==> src/rtl/mux_nway_reg.sv <==
// NUM_INPUTS-to-1 word selector with a registered output stage, valid/ready
// handshake and a one-entry skid buffer; flags out-of-range selects.
module mux_nway_reg #(
  parameter int unsigned DATA_WIDTH = 32,
  parameter int unsigned NUM_INPUTS = 4,
  parameter int unsigned SEL_WIDTH  = 2
) (
  input  logic                             clk,
  input  logic                             reset,
  input  logic [NUM_INPUTS*DATA_WIDTH-1:0] in_bus,
  input  logic [SEL_WIDTH-1:0]             select,
  input  logic                             in_valid,
  output logic                             in_ready,
  output logic [DATA_WIDTH-1:0]            out,
  output logic [SEL_WIDTH-1:0]             out_sel,
  output logic                             out_valid,
  input  logic                             out_ready,
  output logic                             sel_err
);

  // One extra bit so NUM_INPUTS itself is representable in the range compare.
  localparam int unsigned CMP_W = SEL_WIDTH + 1;

  typedef enum logic [1:0] {
    EMPTY = 2'd0,
    ONE   = 2'd1,
    FULL  = 2'd2
  } state_e;

  state_e                  state, state_nxt;
  logic [DATA_WIDTH-1:0]   skid_data, skid_data_nxt;
  logic [SEL_WIDTH-1:0]    skid_sel, skid_sel_nxt;
  logic [DATA_WIDTH-1:0]   out_nxt;
  logic [SEL_WIDTH-1:0]    out_sel_nxt;
  logic                    out_valid_nxt;
  logic                    in_ready_nxt;
  logic                    sel_err_nxt;
  logic [DATA_WIDTH-1:0]   cap_word_c;
  logic                    sel_oor_c;
  logic                    xfer_in_c;
  logic                    xfer_out_c;

  // Word selection; an out-of-range select matches no slice and yields zero.
  always_comb begin
    cap_word_c = '0;
    for (int unsigned k = 0; k < NUM_INPUTS; k++) begin
      if (select == SEL_WIDTH'(k)) begin
        cap_word_c = in_bus[k*DATA_WIDTH +: DATA_WIDTH];
      end
    end
  end

  assign sel_oor_c  = (CMP_W'(select) >= CMP_W'(NUM_INPUTS));
  assign xfer_in_c  = in_valid & in_ready;
  assign xfer_out_c = out_valid & out_ready;

  // Next-state and next-register values.
  always_comb begin
    state_nxt     = state;
    out_nxt       = out;
    out_sel_nxt   = out_sel;
    skid_data_nxt = skid_data;
    skid_sel_nxt  = skid_sel;
    sel_err_nxt   = sel_err | (xfer_in_c & sel_oor_c);

    case (state)
      EMPTY: begin
        if (xfer_in_c) begin
          out_nxt     = cap_word_c;
          out_sel_nxt = select;
          state_nxt   = ONE;
        end
      end
      ONE: begin
        if (xfer_in_c && xfer_out_c) begin
          out_nxt     = cap_word_c;
          out_sel_nxt = select;
        end else if (xfer_in_c) begin
          skid_data_nxt = cap_word_c;
          skid_sel_nxt  = select;
          state_nxt     = FULL;
        end else if (xfer_out_c) begin
          state_nxt = EMPTY;
        end
      end
      FULL: begin
        // in_ready is low here, so only a drain can happen.
        if (xfer_out_c) begin
          out_nxt     = skid_data;
          out_sel_nxt = skid_sel;
          state_nxt   = ONE;
        end
      end
      default: begin
        state_nxt = EMPTY;
      end
    endcase

    out_valid_nxt = (state_nxt != EMPTY);
    in_ready_nxt  = (state_nxt != FULL);
  end

  // All state, including the handshake outputs, comes straight from flops.
  always_ff @(posedge clk) begin
    if (reset) begin
      state     <= EMPTY;
      out       <= '0;
      out_sel   <= '0;
      out_valid <= 1'b0;
      in_ready  <= 1'b1;
      sel_err   <= 1'b0;
      skid_data <= '0;
      skid_sel  <= '0;
    end else begin
      state     <= state_nxt;
      out       <= out_nxt;
      out_sel   <= out_sel_nxt;
      out_valid <= out_valid_nxt;
      in_ready  <= in_ready_nxt;
      sel_err   <= sel_err_nxt;
      skid_data <= skid_data_nxt;
      skid_sel  <= skid_sel_nxt;
    end
  end

endmodule

==> config.mk <==
export PLATFORM = sky130hd
export DESIGN_NAME = mux_nway_reg
export DESIGN_NICKNAME = d
export VERILOG_FILES = /design/src/rtl/mux_nway_reg.sv
export SDC_FILE = /design/constraint.sdc
export NUM_CORES = 1
export LEC_CHECK = 0
export CORE_MARGIN = 4
export CORE_UTILIZATION = 42
export DETAILED_ROUTE_END_ITERATION = 10
export GPL_TIMING_DRIVEN = 0
export PLACE_DENSITY = 0.84
export SETUP_SLACK_MARGIN = 0.02
export SLEW_MARGIN = 5
export SYNTH_ARGS = -nofsm -noshare
export SYNTH_HDL_FRONTEND = slang
export SYNTH_SLANG_ARGS = --single-unit
==> constraint.sdc <==
create_clock -name clk -period 2.1 [get_ports clk]
set_input_delay 0.525 -clock clk [delete_from_list [all_inputs] [get_ports clk]]
set_output_delay 0.525 -clock clk [all_outputs]
set_load 0.02 [all_outputs]
Yosys cells after proc, flatten, opt, wreduce, memory -nomap -nowiden. Cells that the tools add are included.

Equality and inequality tests: 9. Multiplexer cells: 18. Bitwise gates (word level): 3. Reduce and logical (&&, ||, !) cells: 7.

Operators by type and width (number): $mux W32 (7); $pmux W32 S3 (1); $mux W2 (8); $pmux W2 S3 (2); $ne A2 B2 Y1 const B (4); $eq A2 B2 Y1 const B (3); $eq A2 B1 Y1 const B (2); $logic_not A2 Y1 (2); $reduce_and A4 Y1 (1); $reduce_and A3 Y1 (1); $reduce_bool A3 Y1 (1); $and A1 B1 Y1 (2); $reduce_bool A2 Y1 (1); $logic_and A1 B1 Y1 (1); $not A1 Y1 (1).

Flip-flop bits (word level): 72. Input port bits: 134. Output and inout port bits: 37. Logic and storage cells: 44.

Logic depth before layout (Yosys ltp). Gate-level depths: netlist of the first run.

Depth in word-level cells: 7. Mapped depth: 6. Gate-level depth less buffers: 4.

Least setup slack after synthesis of the first run. Ideal clock, no wire load.

Path type: input to register. From: input select[0]. To: register out[13]. Setup time: 0.147 ns. Arrival: 1.564 ns. Data required time: 1.953 ns. Path slack: 0.389 ns. Stages on the path: 5. Buffers on the path: 2. Cells stage by stage: buf_4 -> buf_4 -> mux4_2 -> nand2_1 -> a311oi_2.

Word-level cells in the longest chain between the ends: 7. Elaborated cells on any way between the ends: 11. Those cells by class: 3 x eq/ne; 7 x mux; 1 x reduce/logical.

Ends and longest elaborated chain: start: declaration (RTL line 11) `input logic [SEL_WIDTH-1:0] select,`; $logic_not A2 Y1 (RTL line 47) `if (select == SEL_WIDTH'(k)) begin`; $mux W32 (3 in a row) (RTL line 47); $mux W32 * (RTL line 47); $mux W32, on equally long branches (RTL line 75, 68); $pmux W32 S3 * (RTL line 66) `case (state)`; end signal: assignment (RTL line 116) `out <= out_nxt;`; end: declaration (RTL line 14) `output logic [DATA_WIDTH-1:0] out,`.

Every way passes the cells marked *; elsewhere a longest branch is shown, timed or not. The select of a mux whose other input is x is not followed. A chain may end at the register's enable or synchronous reset.

Worst setup path in the final report of the first run.
From: register out_valid. To: output out_valid.

RTL lines: start: declaration (RTL line 16) `output logic out_valid,`; start signal: assignment (RTL line 118) `out_valid <= out_valid_nxt;`.

No word-level cell between the ends.

==> flow_results.org, run 1 <==
** Outcome
- Outcome :: completed

** Worst setup path
- STA puts the critical path data required time at 1.57 ns.
- STA classifies the critical path endpoint as an output port.
- For this run, the slowest stage of the critical path takes about 0.65 ns.
- Max Fanout on Critical Path :: 7
- STA classifies the critical path startpoint as a flip-flop.
- On the critical path, the stage with the largest delay is an instance of sky130_fd_sc_hd__clkdlybuf4s50_1.
- Family of cells with the greatest summed delay on the critical path :: buffers and inverters
- Buf/Inv on CP :: 1
- Worst EP arrival :: 1.43 ns
- Worst setup path class :: reg -> out
- The critical path goes through clkdlybuf4s50_1.

** Timing
- The final-report hold violation count was 0.
- Of the available clock period, the critical path in the final layout requires 93.09%.
- Unrepaired setup endpoints after global routing :: false
- Measured against its own limit, the worst slew margin works out to 50.78%.
- Worst hold slack after final layout :: 0.4556 ns
- Setup violations remaining at the end of the flow were counted as 0.
- The clock arrives with between 0.01 and 0.015 ns of skew.
- Static timing analysis puts the maximum clock frequency at just over 0.5 GHz.
- The count of final max-slew check failures was 0.
- The worst path in the final design needs a cycle of between 1.5 and 2 ns, including I/O delays and setup.
- Worst-margin pin slew :: about 0.74 ns

** Synthesis
- By count the netlist is led by 139 x sky130_fd_sc_hd__nand2_1, 72 x sky130_fd_sc_hd__dfxtp_1, 37 x sky130_fd_sc_hd__nor2_1.
- Total nets after synthesis :: approximately 540
- Yosys reg bits :: ~70
- The most used flip-flop cell after synthesis is sky130_fd_sc_hd__dfxtp_1.
- In this run, distinct cell masters in the synthesized netlist total 25.
- Yosys attributes the largest share of cell area to sky130_fd_sc_hd__dfxtp_1 39%, sky130_fd_sc_hd__mux4_2 19%, sky130_fd_sc_hd__nand2_1 14%.
- The synthesized netlist occupies a cell area of about 0.0037 mm².
- Synthesized netlist cell count :: 401
- In the post-synthesis netlist, the cell with the most instances is sky130_fd_sc_hd__nand2_1.
- Number of synthesized flops with an enable pin :: 0
- Post-synth top area share :: 38.62%
- Cell taking the most area after synthesis :: sky130_fd_sc_hd__dfxtp_1
- In the synthesized netlist the async set-or-reset flop fraction comes to 0%.
- Sequential area share after synthesis :: 38.62%
- After synthesis, the mean cell area works out to 9.308 µm².
- During synthesis, Yosys emitted a total of 0 warnings.

** Floorplanning
- Full die area :: between 0.01 and 0.015 mm²
- Die height :: 102.3 µm
- Measured along the x axis, the die boundary spans between 100 and 150 µm.
- During I/O placement, the number of pins put on the boundary was roughly 170.
- Core ar. :: just under 0.009 mm²
- The initial utilization of the core area, before any placement, comes to roughly 43%.
- The floorplan has 34 rows.

** Global routing
- Wire length of the first global-routing pass :: 17250 µm
- The initial antenna violation count was 0.
- Maximum number of pins on one net before global-route repair :: 14
- After global routing the overflow that remains totals 0.
- Global routing consumed, over all layers together, between 20% and 30% of the routing resources.
- The number of global-route vias before repair is ~3800.

** Placed design
- Once placement completed, the tool counted placed cells totaling between 600 and 700.
- The congestion estimate from routability-driven global placement came to between 0.7 and 0.8.
- In this run the tool buffered the top-level ports with around 170 buffer cells.
- After legalization and detailed placement, the total HPWL measured around 9100 µm.

** Routing
- In the routed design, unresolved DRC markers number 0.
- Final routed wirelength across all metal layers :: 11370 µm
- Ratio of routed vias to standard cells :: between 5 and 6
- Antenna Nets Post-Route :: 0
- In this run, the number of DRC markers left after iteration 0 of detailed routing was 225.
- In the final routed layout, each cell accounts on average for around 16 µm.
- Summing over every cut layer, the via total after detailed routing is 3725.
- Number of search-and-repair iterations in the first detailed-routing pass :: 4

** Power
- Cell internal power was estimated by the tool at between 2 and 3 mW.
- The analysis attributes to cell leakage a power of a little over 2 nW.
- Dividing total power by cell area gives a power density of around 650 mW/mm².
- Of the total power, the clock network draws 25.8%.
- Summed over all nets, the switching power comes to around 1.2 mW.
- Part of the total power dissipated in sequential elements :: a little over two fifths
- Worst-case vdd ir drop :: approximately 0.38 mV
- Net switching is 31.40% of the power.
- Proportion of power drawn by combinational gates :: between 30 and 40%

** Layout
- Cells with a size suffix above 1 make up approximately 16% of the layout.
- In the final design database the tool counted ~700 nets.
- Area added between synthesis and finish :: 52.97%
- The number of antenna diodes in the final layout is 0.
- Excluding fillers, the count of instances in the completed layout stands at 691.

** Clocking
- In this run the deepest clock path goes through 2 buffers.
- Clock edge transition at the registers on the reported setup and hold paths :: roughly 0.080 ns
- TritonCTS buffer count :: 9
- At the later pin of the worst-skew pair, clock insertion delay measures about 0.35 ns.
- Setup bufs post-CTS :: 0
- Clock Tree Root :: sky130_fd_sc_hd__clkbuf_8
- In this run the number of H-tree levels came out at 3.
- CTS tree :: done
- Total number of clock tree sinks :: slightly above 70

** Job
- Number of violations of the max-capacitance limit :: 0

** Hold path
- Worst hold-check path type :: reg -> reg
==> cells in the final DEF (no fill, tap or decap) <==
cell	count
sky130_fd_sc_hd__clkdlybuf4s50_1	166
sky130_fd_sc_hd__nand2_1	139
sky130_fd_sc_hd__dfxtp_1	72
sky130_fd_sc_hd__nor2_1	37
sky130_fd_sc_hd__a21oi_1	36
sky130_fd_sc_hd__mux4_2	32
sky130_fd_sc_hd__a311oi_2	20
sky130_fd_sc_hd__clkbuf_1	14
sky130_fd_sc_hd__a311oi_1	14
sky130_fd_sc_hd__buf_2	9
sky130_fd_sc_hd__clkbuf_8	9
sky130_fd_sc_hd__buf_4	8
sky130_fd_sc_hd__buf_6	3
sky130_fd_sc_hd__clkinv_2	3
sky130_fd_sc_hd__buf_1	2
sky130_fd_sc_hd__clkbuf_2	2
sky130_fd_sc_hd__clkinvlp_4	2
sky130_fd_sc_hd__a21boi_0	1
sky130_fd_sc_hd__and4_1	1
sky130_fd_sc_hd__and3b_1	1
sky130_fd_sc_hd__a31oi_1	1
sky130_fd_sc_hd__o22a_1	1
sky130_fd_sc_hd__a21bo_2	1
sky130_fd_sc_hd__nor3_4	1
sky130_fd_sc_hd__nand2b_1	1
sky130_fd_sc_hd__nor2b_1	1
sky130_fd_sc_hd__a32o_2	1
sky130_fd_sc_hd__a221oi_1	1
sky130_fd_sc_hd__inv_1	1
sky130_fd_sc_hd__conb_1	1
sky130_fd_sc_hd__clkinv_4	1
sky130_fd_sc_hd__inv_6	1
==> path summary, 6_finish.rpt <==
path | startpoint | end | slack [ns] | cells after the start
max | out_valid$_SDFF_PP0_ | out_valid | 0.15 | 1
min | skid_data[11]$_SDFFE_PP0P_ | skid_data[11]$_SDFFE_PP0P_ | 0.46 | 2
max reg2reg | state[1]$_SDFF_PP0_ | skid_data[12]$_SDFFE_PP0P_ | 0.32 | 5
min reg2reg | skid_data[11]$_SDFFE_PP0P_ | skid_data[11]$_SDFFE_PP0P_ | 0.46 | 2
==> power by group through the flow <==
stage | Combinational, mW | Sequential [mW] | Clock, mW
after floorplan | 0.536 | 1.70 | 0
after global placement | 1.18 | 1.59 | 0
after detailed placement | 1.20 | 1.60 | 0
after CTS | 1.21 | 1.57 | 0.969
after global routing | 1.29 | 1.58 | 1.02
final | 1.20 | 1.57 | 0.963
==> sequential cells by signal, summed over array words and instances, names as in the netlist <==
signal and cells:
in_ready 1, out 32, skid_data 32, skid_sel 2, state 2, out_valid 1
out_sel 2
==> metal layers <==
metal  wire length [µm]  track usage, %  vias to the layer above
li1                   -               -                     1786
met4                296           7.770                        0
met3               1127           8.259                       28
met1               4220           22.62                     1747
met5                  0               0                        -
met2               5721           38.13                      164
==> worst reg2reg max path: stages, from the launching register on <==
cell and delay, ns:
sky130_fd_sc_hd__dfxtp_1 0.48, sky130_fd_sc_hd__and3b_1 0.26, sky130_fd_sc_hd__nand2_1 0.25, sky130_fd_sc_hd__clkbuf_1 0.43
sky130_fd_sc_hd__nand2_1 0.11, sky130_fd_sc_hd__a21oi_1 0.17
==> what timing repair did <==
action / 4_1_cts / 5_1_grt
hold buffers: 0 / 0
endpoints found under the setup margin: 0 / 19
resized for setup: 0 / 5
endpoints found under the hold margin: 0 / 0
==> per-stage QoR <==
| stage | util [%] | setup WS [ns] | area (µm²) | setup TNS (ns) | total power, mW |
|---|---|---|---|---|---|
| finish | 65.79 | 0.1451 | 5709 | 0 | 3.734 |
| global route | 65.79 | 0.04556 | 5709 | 0 | 3.898 |
| CTS | 65.69 | 0.1041 | 5700 | 0 | 3.743 |
| detailed placement | 63.71 | -0.2577 | 5529 | -7.708 | 2.802 |
| global placement | 63.71 | -0.1753 | 5529 | -5.825 | 2.768 |
| floorplan | - | 0.3887 | 3732 | 0 | 2.234 |
==> logic make-up (layout without fill, tap and decap cells) <==
kind of cell    after synthesis  after routing  synth area share, %
other cells                   1              1               0.1005
buf+inv                      39            221                5.632
simple gates                181            181                18.77
mux                          32             32                19.31
compound gates               76             76                17.57
flops                        72             72                38.62
==> layout make-up <==
cell class / count / area [µm²]
Tap cell: 108 / 135.1
Clock buffer: 9 / 123.9
Timing Repair Buffer: 166 / 1662
Multi-Input combinational cell: 290 / 2087
Fill cell: 669 / 2969
Buffer: 38 / 209.0
Inverter: 1 / 3.754
Sequential cell: 72 / 1441
Clock inverter: 7 / 47.55
(Power assumes the default switching activity.)
==> run 2, diff against run 1 <==
--- a/config.mk
+++ b/config.mk
@@ -10,8 +10,7 @@
 export DETAILED_ROUTE_END_ITERATION = 10
 export GPL_TIMING_DRIVEN = 0
 export PLACE_DENSITY = 0.84
-export SETUP_SLACK_MARGIN = 0.02
-export SLEW_MARGIN = 5
+export SLEW_MARGIN = 20
 export SYNTH_ARGS = -nofsm -noshare
 export SYNTH_HDL_FRONTEND = slang
 export SYNTH_SLANG_ARGS = --single-unit
==> flow_results.org, run 2 (synthesized netlist as in run 1, its figures left out) <==
** Outcome
- Outcome :: completed (unchanged)

** Routing
- The count of vias placed by the detailed router came to 3721 (was 3725).
- Iteration-0 DRC Markers :: 227 (was 225)
- Ratio of routed vias to standard cells :: 5.385 (was 5.391)
- Number of search-and-repair iterations in the first detailed-routing pass :: 4 (unchanged)
- The post-route antenna net violation count is 0 (unchanged).
- The routed length per placed instance is 16.44 µm (was 16.45 µm).
- Final routed wirelength across all metal layers :: 11360 µm (was 11370 µm)
- The total DRC errors in the routed layout came to 0 (unchanged).

** Layout
- Commonest cells after routing, fill and taps aside: 166 x sky130_fd_sc_hd__clkdlybuf4s50_1, 139 x sky130_fd_sc_hd__nand2_1, 72 x sky130_fd_sc_hd__dfxtp_1 (unchanged).
- Most common library cell in the layout ignoring fill and taps :: sky130_fd_sc_hd__clkdlybuf4s50_1 (unchanged)
- The diode insertion count for antenna repair was 0 (unchanged).
- The post-route core utilization came to 65.77% (was 65.79%).
- The net total in the final layout came to 712 (unchanged).
- Area added between synthesis and finish :: 52.93% (was 52.97%)
- The number of cells in the finished layout apart from fillers was 691 (unchanged).
- Biggest registers after layout: out (32), skid_data (32) (unchanged).
- The fraction of final layout cells with drive strength greater than 1 came to 15.78% (was 15.95%).

** Placed design
- Number of cells in the design after placement :: 675 (unchanged)
- Count of buffers inserted at the top-level ports :: 166 (unchanged)
- Post-DP HPWL :: 9059 µm (unchanged)
- Routability-driven placement congestion ratio :: 0.7994 (unchanged)

** Floorplanning
- The floorplan die width was 102.3 µm (unchanged).
- Cell Rows :: 34 (unchanged)
- Full die area :: 0.01046 mm² (unchanged)
- The die height came to 102.3 µm (unchanged).
- Initial cell density of the core :: 43.01% (unchanged)
- The I/O pin count came to 171 (unchanged).
- Core ar. :: 0.008678 mm² (unchanged)

** Timing
- Unrepaired setup endpoints after global routing :: false (unchanged)
- The slew at the pin with the worst max-slew slack is 0.7422 ns (was 0.7383 ns).
- Ratio of final minimum period to clock period :: 96.57% (was 93.09%)
- The highest clock rate was 0.4931 GHz (was 0.5115 GHz).
- The count of final max-slew check failures is 0 (unchanged).
- Min Clock Period, post-route :: 2.028 ns (was 1.955 ns)
- Clock skew after layout :: 0.01036 ns (was 0.01062 ns)
- Final total negative setup slack :: 0 ns (unchanged)
- Count of endpoints failing setup in the final report :: 0 (unchanged)
- Slew headroom :: 50.52% (was 50.78%)
- The final-report hold violation count is 0 (unchanged).

** Hold path
- End of the worst hold path :: skid_data[11]$_SDFFE_PP0P_ (unchanged)
- The startpoint of the worst hold path is skid_data[11]$_SDFFE_PP0P_ (unchanged).
- Worst Hold Path Cells :: 2 (unchanged)
- The worst hold path class is reg -> reg (unchanged).

** Global routing
- The global-route usage over all layers was 21.27% (unchanged).
- Wire length of the first global-routing pass :: 17250 µm (unchanged)
- Maximum number of pins on one net before global-route repair :: 14 (unchanged)
- Via count of the first global-routing pass :: 3826 (unchanged)
- Total overflow reported by the global router :: 0 (unchanged)
- The initial antenna violation count was 0 (unchanged).

** Clocking
- The clock sink total is 72 (unchanged).
- The clock insertion delay at the later pin of the skew report came to 0.35 ns (about the same).
- The number of H-tree levels was 3 (unchanged).
- The post-CTS setup-driven buffer insertion count came to 0 (unchanged).
- Deepest clock path buffer count :: 2 (unchanged)
- CTS tree :: done (unchanged)
- The clock slew at the register clock pins of the worst setup and hold paths was 0.07 ns (was 0.08 ns).
- TritonCTS buffer count :: 9 (unchanged)
- The root cell of the clock tree is sky130_fd_sc_hd__clkbuf_8 (unchanged).
- Hold-fix buffers at CTS :: 0 (unchanged)

** Power
- Total power per unit cell area :: 654.2 mW/mm² (was 654.1 mW/mm²)
- Worst-case vdd ir drop :: 0.3782 mV (was 0.3783 mV)
- The standby leakage power is 2.029 nW (was 2.031 nW).

** Worst setup path
- Max Fanout on Critical Path :: 10 (was 7)
- CP Capture Type :: flip-flop (was output port)
- The required time at the worst-slack endpoint is 2.36 ns (was 1.57 ns).
- Worst EP arrival :: 2.28 ns (was 1.43 ns)
- Reg-to-reg critical path startpoint :: state[1]$_SDFF_PP0_ (unchanged)
- Reg2reg end :: skid_data[4]$_SDFFE_PP0P_ (was skid_data[12]$_SDFFE_PP0P_)
- The worst reg-to-reg path cell count came to 5 (unchanged).
- Worst setup path class :: in -> reg (was reg -> out)
- The register-to-register setup slack is 0.24 ns (was 0.32 ns).
- The launching element type of the critical path is an input pin (was flip-flop).

** Job
- Number of violations of the max-capacitance limit :: 0 (unchanged)
[run 2: cell count changes in the layout (fill, tap and decap cells not counted)]
| cell | before | now |
|---|---|---|
| sky130_fd_sc_hd__clkbuf_2 | 2 | 1 |
| sky130_fd_sc_hd__clkbuf_1 | 14 | 15 |
[run 2: layout make-up]
cell class	instances	area, µm²
clock buffer	9	123.9
multi-input combinational	290	2087
timing repair buffer	166	1662
tap	108	135.1
sequential	72	1441
fill	670	2970
buffer	38	207.7
clock inverter	7	47.55
inverter	1	3.754
[run 2: layer usage]
layer | vias to the layer above | global-route usage [%] | wire length (µm)
li1 | 1786 | - | -
met1 | 1746 | 22.62 | 4181
met2 | 161 | 38.13 | 5731
met3 | 28 | 8.259 | 1148
met4 | 0 | 7.770 | 296
met5 | - | 0 | 0
[run 2: through the flow]
stage / hold WS (ns) / total power [mW] / instance area [µm²] / setup slack (ns)
after floorplan: 0.4366 / 2.234 / 3732 / 0.3887
after global placement: 0.4417 / 2.768 / 5529 / -0.1753
after detailed placement: 0.4466 / 2.802 / 5529 / -0.2577
after CTS: 0.4563 / 3.743 / 5700 / 0.1041
after global routing: 0.4785 / 3.898 / 5708 / 0.01725
final: 0.4556 / 3.734 / 5708 / 0.07202
[run 2: worst max-delay path by stage]
stage               startpoint                         end  slack, ns  cells past startpoint
floorplan            select[0]        out[13]$_SDFFE_PP0P_       0.39                      5
global placement     out_ready  skid_data[29]$_SDFFE_PP0P_      -0.18                      6
detailed placement   out_ready   skid_data[4]$_SDFFE_PP0P_      -0.26                      6
CTS                  out_ready   skid_data[4]$_SDFFE_PP0P_       0.10                      6
global route         out_ready   skid_data[4]$_SDFFE_PP0P_       0.02                      6
finish               out_ready   skid_data[4]$_SDFFE_PP0P_       0.07                      6
[run 2: where the power goes]
| part | switching [mW] | internal [mW] |
|---|---|---|
| sequential | 0.0755 | 1.49 |
| clock | 0.536 | 0.427 |
| combinational | 0.561 | 0.641 |
| total | 1.17 | 2.56 |
[run 2: repair_timing]
action | 4_1_cts | 5_1_grt
gates resized for setup | 0 | 3
endpoints found under the hold margin | 0 | 0
setup endpoints to repair | 0 | 9
[run 2: worst max-delay path, stage by stage]
cell,delay (ns)
sky130_fd_sc_hd__clkdlybuf4s50_1,0.56
sky130_fd_sc_hd__a21boi_0,0.15
sky130_fd_sc_hd__nand2_1,0.25
sky130_fd_sc_hd__clkbuf_1,0.44
sky130_fd_sc_hd__nand2_1,0.12
sky130_fd_sc_hd__a21oi_1,0.22
==> run 3, diff against run 2 <==
--- a/config.mk
+++ b/config.mk
@@ -5,7 +5,7 @@
 export SDC_FILE = /design/constraint.sdc
 export NUM_CORES = 1
 export LEC_CHECK = 0
-export CORE_MARGIN = 4
+export CORE_MARGIN = 1.5
 export CORE_UTILIZATION = 42
 export DETAILED_ROUTE_END_ITERATION = 10
 export GPL_TIMING_DRIVEN = 0
==> flow_results.org, run 3 (synthesized netlist as in run 1, its figures left out) <==
** Outcome
- Outcome :: completed (unchanged)

** Routing
- The total DRC errors in the routed layout was 0 (unchanged).
- The total length of routed wires was 11350 µm (was 11360 µm).
- The count of vias placed by the detailed router came to 3761 (was 3721).
- Ratio of routed vias to standard cells :: 5.451 (was 5.385)
- The routed length per placed instance came to 16.45 µm (was 16.44 µm).
- The post-route antenna net violation count is 0 (unchanged).
- Iteration-0 DRC Markers :: 181 (was 227)
- Number of search-and-repair iterations in the first detailed-routing pass :: 4 (unchanged)

** Layout
- Commonest cells after routing, fill and taps aside :: 166 x sky130_fd_sc_hd__clkdlybuf4s50_1, 139 x sky130_fd_sc_hd__nand2_1, 72 x sky130_fd_sc_hd__dfxtp_1 (unchanged)
- Diode insertion count for antenna repair :: 0 (unchanged)
- Fraction of the core area covered by cells at the end of the flow :: 66.18% (was 65.77%)
- The fraction of final layout cells with drive strength greater than 1 is 15.81% (was 15.78%).
- Biggest registers after layout: out (32), skid_data (32) (unchanged).
- Final-stage net count :: 712 (unchanged)
- The design area is 0.005743 mm² (was 0.005708 mm²).
- The most common cell after layout, fill and taps aside was sky130_fd_sc_hd__clkdlybuf4s50_1 (unchanged).
- The area growth from synthesis to layout was 53.87% (was 52.93%).
- Post-route insts no fill :: 690 (was 691)

** Timing
- The period utilization came to 93.42% (was 96.57%).
- The setup TNS was 0 ns (unchanged).
- The slew at the pin with the worst max-slew slack came to 0.7563 ns (was 0.7422 ns).
- The final-report hold violation count is 0 (unchanged).
- Fmax :: 0.5097 GHz (was 0.4931 GHz)
- The minimum period implied by the final worst setup slack came to 1.962 ns (was 2.028 ns).
- The setup skew after layout came to 0.007448 ns (was 0.01036 ns).
- The worst max-slew margin expressed relative to the limit was 49.58% (was 50.52%).
- Count of endpoints failing setup in the final report :: 0 (unchanged)
- The worst hold slack is 0.4576 ns (was 0.4556 ns).
- The post-route worst setup slack came to 0.1381 ns (was 0.07202 ns).
- Slew Viols, Final :: 0 (unchanged)
- Unrepaired setup endpoints after global routing: false (unchanged).

** Global routing
- The number of global-route vias before repair is 3808 (was 3826).
- Wire length of the first global-routing pass :: 18430 µm (was 17250 µm)
- The final global-route overflow total was 0 (unchanged).
- Antenna violations before repair :: 0 (unchanged)
- The largest net degree at the start of global routing came to 12 (was 14).
- Global-route usage over all layers :: 24.26% (was 21.27%)

** Worst setup path
- Largest stage delay, worst path :: 0.64 ns (was 0.56 ns)
- The required time at the worst-slack endpoint came to 1.57 ns (was 2.36 ns).
- Reg2reg end :: out[14]$_SDFFE_PP0P_ (was skid_data[4]$_SDFFE_PP0P_)
- The startpoint of the most critical register-to-register path is state[1]$_SDFF_PP0_ (unchanged).
- The classification of the worst setup path was reg -> out (was in -> reg).
- The launching element type of the critical path is a flip-flop (was input pin).
- Max Fanout on Critical Path :: 7 (was 10)
- Register-to-Register Setup Slack :: 0.30 ns (was 0.24 ns)
- The number of buffers and inverters on the critical path was 1 (was 2).
- Ordered list of cells on the worst path: clkdlybuf4s50_1 (was clkdlybuf4s50_1 > a21boi_0 > nand2_1 > clkbuf_1 > nand2_1 > a21oi_1).
- Number of cell instances on the worst register-to-register path :: 6 (was 5)
- The cell at the slowest stage of the critical path is sky130_fd_sc_hd__clkdlybuf4s50_1 (unchanged).
- Worst EP arrival :: 1.44 ns (was 2.28 ns)
- CP Capture Type :: output port (was flip-flop)
- The largest delay contributor family on the critical path was buffers and inverters (unchanged).

** Floorplanning
- DIE WIDTH :: 97.27 µm (was 102.3 µm)
- Full die area :: 0.009461 mm² (was 0.01046 mm²)
- Initial cell density of the core :: 43.01% (unchanged)
- The number of standard-cell rows in the floorplan was 34 (unchanged).
- Die height :: 97.27 µm (was 102.3 µm)
- Core ar. :: 0.008678 mm² (unchanged)
- The I/O pin count was 171 (unchanged).

** Power
- The net switching fraction of the power was 29.36% (was 31.41%).
- The switching power total came to 1.151 mW (was 1.173 mW).
- The overall power came to 3.922 mW (was 3.734 mW).
- Proportion of power drawn by combinational gates :: 30.8% (was 32.2%)
- The relative contribution of the clock network to total power is 29.2% (was 25.8%).
- Static Leakage :: 2.054 nW (was 2.029 nW)
- The internal portion of total power came to 2.771 mW (was 2.561 mW).
- Part of the total power dissipated in sequential elements :: 40.0% (was 42.0%)
- Total power per unit cell area :: 682.9 mW/mm² (was 654.2 mW/mm²)
- Worst-case vdd ir drop :: 0.3664 mV (was 0.3782 mV)

** Clocking
- CTS tree :: done (unchanged)
- TritonCTS buffer count :: 9 (unchanged)
- Clock edge transition at the registers on the reported setup and hold paths :: 0.08 ns (was 0.07 ns)
- Total number of clock tree sinks :: 72 (unchanged)
- Deepest clock path buffer count :: 2 (unchanged)
- Insertion delay of the later-clocked pin in the worst-skew pair :: 0.35 ns (about the same)
- H-tree lvl count :: 3 (unchanged)
- The root cell of the clock tree is sky130_fd_sc_hd__clkbuf_8 (unchanged).

** Hold path
- Worst Hold Path Cells :: 2 (unchanged)
- The worst hold path class was reg -> reg (unchanged).
- The startpoint of the worst hold path is skid_data[30]$_SDFFE_PP0P_ (was skid_data[11]$_SDFFE_PP0P_).
- End of the worst hold path :: skid_data[30]$_SDFFE_PP0P_ (was skid_data[11]$_SDFFE_PP0P_)

** Placed design
- The number of buffers added on ports was 166 (unchanged).
- Routability-driven placement congestion ratio :: 0.7812 (was 0.7994)
- The standard cell area after detailed placement is 0.005529 mm² (unchanged).
- The minimum setup slack after placement came to -0.2163 ns (was -0.2577 ns).
- Number of cells in the design after placement :: 675 (unchanged)
- Post-DP HPWL :: 8783 µm (was 9059 µm)

** Job
- Number of violations of the max-capacitance limit :: 0 (unchanged)
==> run 3: cell types whose count changed in the layout (fill, tap and decap cells not counted) <==
cell / before / now
sky130_fd_sc_hd__clkinv_2: 3 / 2
sky130_fd_sc_hd__clkbuf_8: 9 / 12
sky130_fd_sc_hd__clkbuf_2: 1 / 2
sky130_fd_sc_hd__inv_6: 1 / 0
sky130_fd_sc_hd__clkinvlp_4: 2 / 0
sky130_fd_sc_hd__clkinv_4: 1 / 0
sky130_fd_sc_hd__clkbuf_1: 15 / 14
sky130_fd_sc_hd__bufinv_16: 0 / 1
==> run 3: routing by layer <==
metal	track usage (%)	share of wire (%)	vias to the layer above
met5	0	0	-
met4	5.604	1.2	0
met3	7.482	8.4	14
met2	43.14	52	181
met1	28.69	39	1785
li1	-	-	1781
==> run 3: how the worst max path moves through the flow <==
| stage | startpoint | endpoint | slack [ns] | cells after the start |
|---|---|---|---|---|
| 2_1_floorplan | select[0] | out[13]$_SDFFE_PP0P_ | 0.39 | 5 |
| 6_report | out_valid$_SDFF_PP0_ | out_valid | 0.14 | 1 |
| 4_1_cts | out_ready | skid_data[9]$_SDFFE_PP0P_ | 0.11 | 6 |
| 3_3_place_gp | out_ready | skid_data[8]$_SDFFE_PP0P_ | -0.16 | 6 |
| 5_1_grt | out_ready | skid_data[14]$_SDFFE_PP0P_ | 0.02 | 6 |
| 3_5_place_dp | out_ready | skid_data[23]$_SDFFE_PP0P_ | -0.22 | 6 |
==> run 3: cell type report <==
cell class	count	area, µm²
flip-flops and latches	72	1441
repair buffers	166	1662
inverters	1	3.754
plain buffers	38	209.0
clock buffers	12	165.2
fillers	704	2935
clock inverters	3	40.04
multi-input cells	290	2087
well taps	108	135.1
==> run 3: power by group through the flow <==
stage	registers, mW	clock network, mW	logic, mW
CTS	1.57	1.14	1.21
floorplan	1.70	0	0.536
global placement	1.59	0	1.17
finish	1.57	1.14	1.21
detailed placement	1.60	0	1.20
global route	1.58	1.22	1.29
==> run 3: repair_timing <==
action,CTS,global route
resized for setup,0,5
setup endpoints to repair,0,7
hold buffers,0,0
buffers inserted,0,0
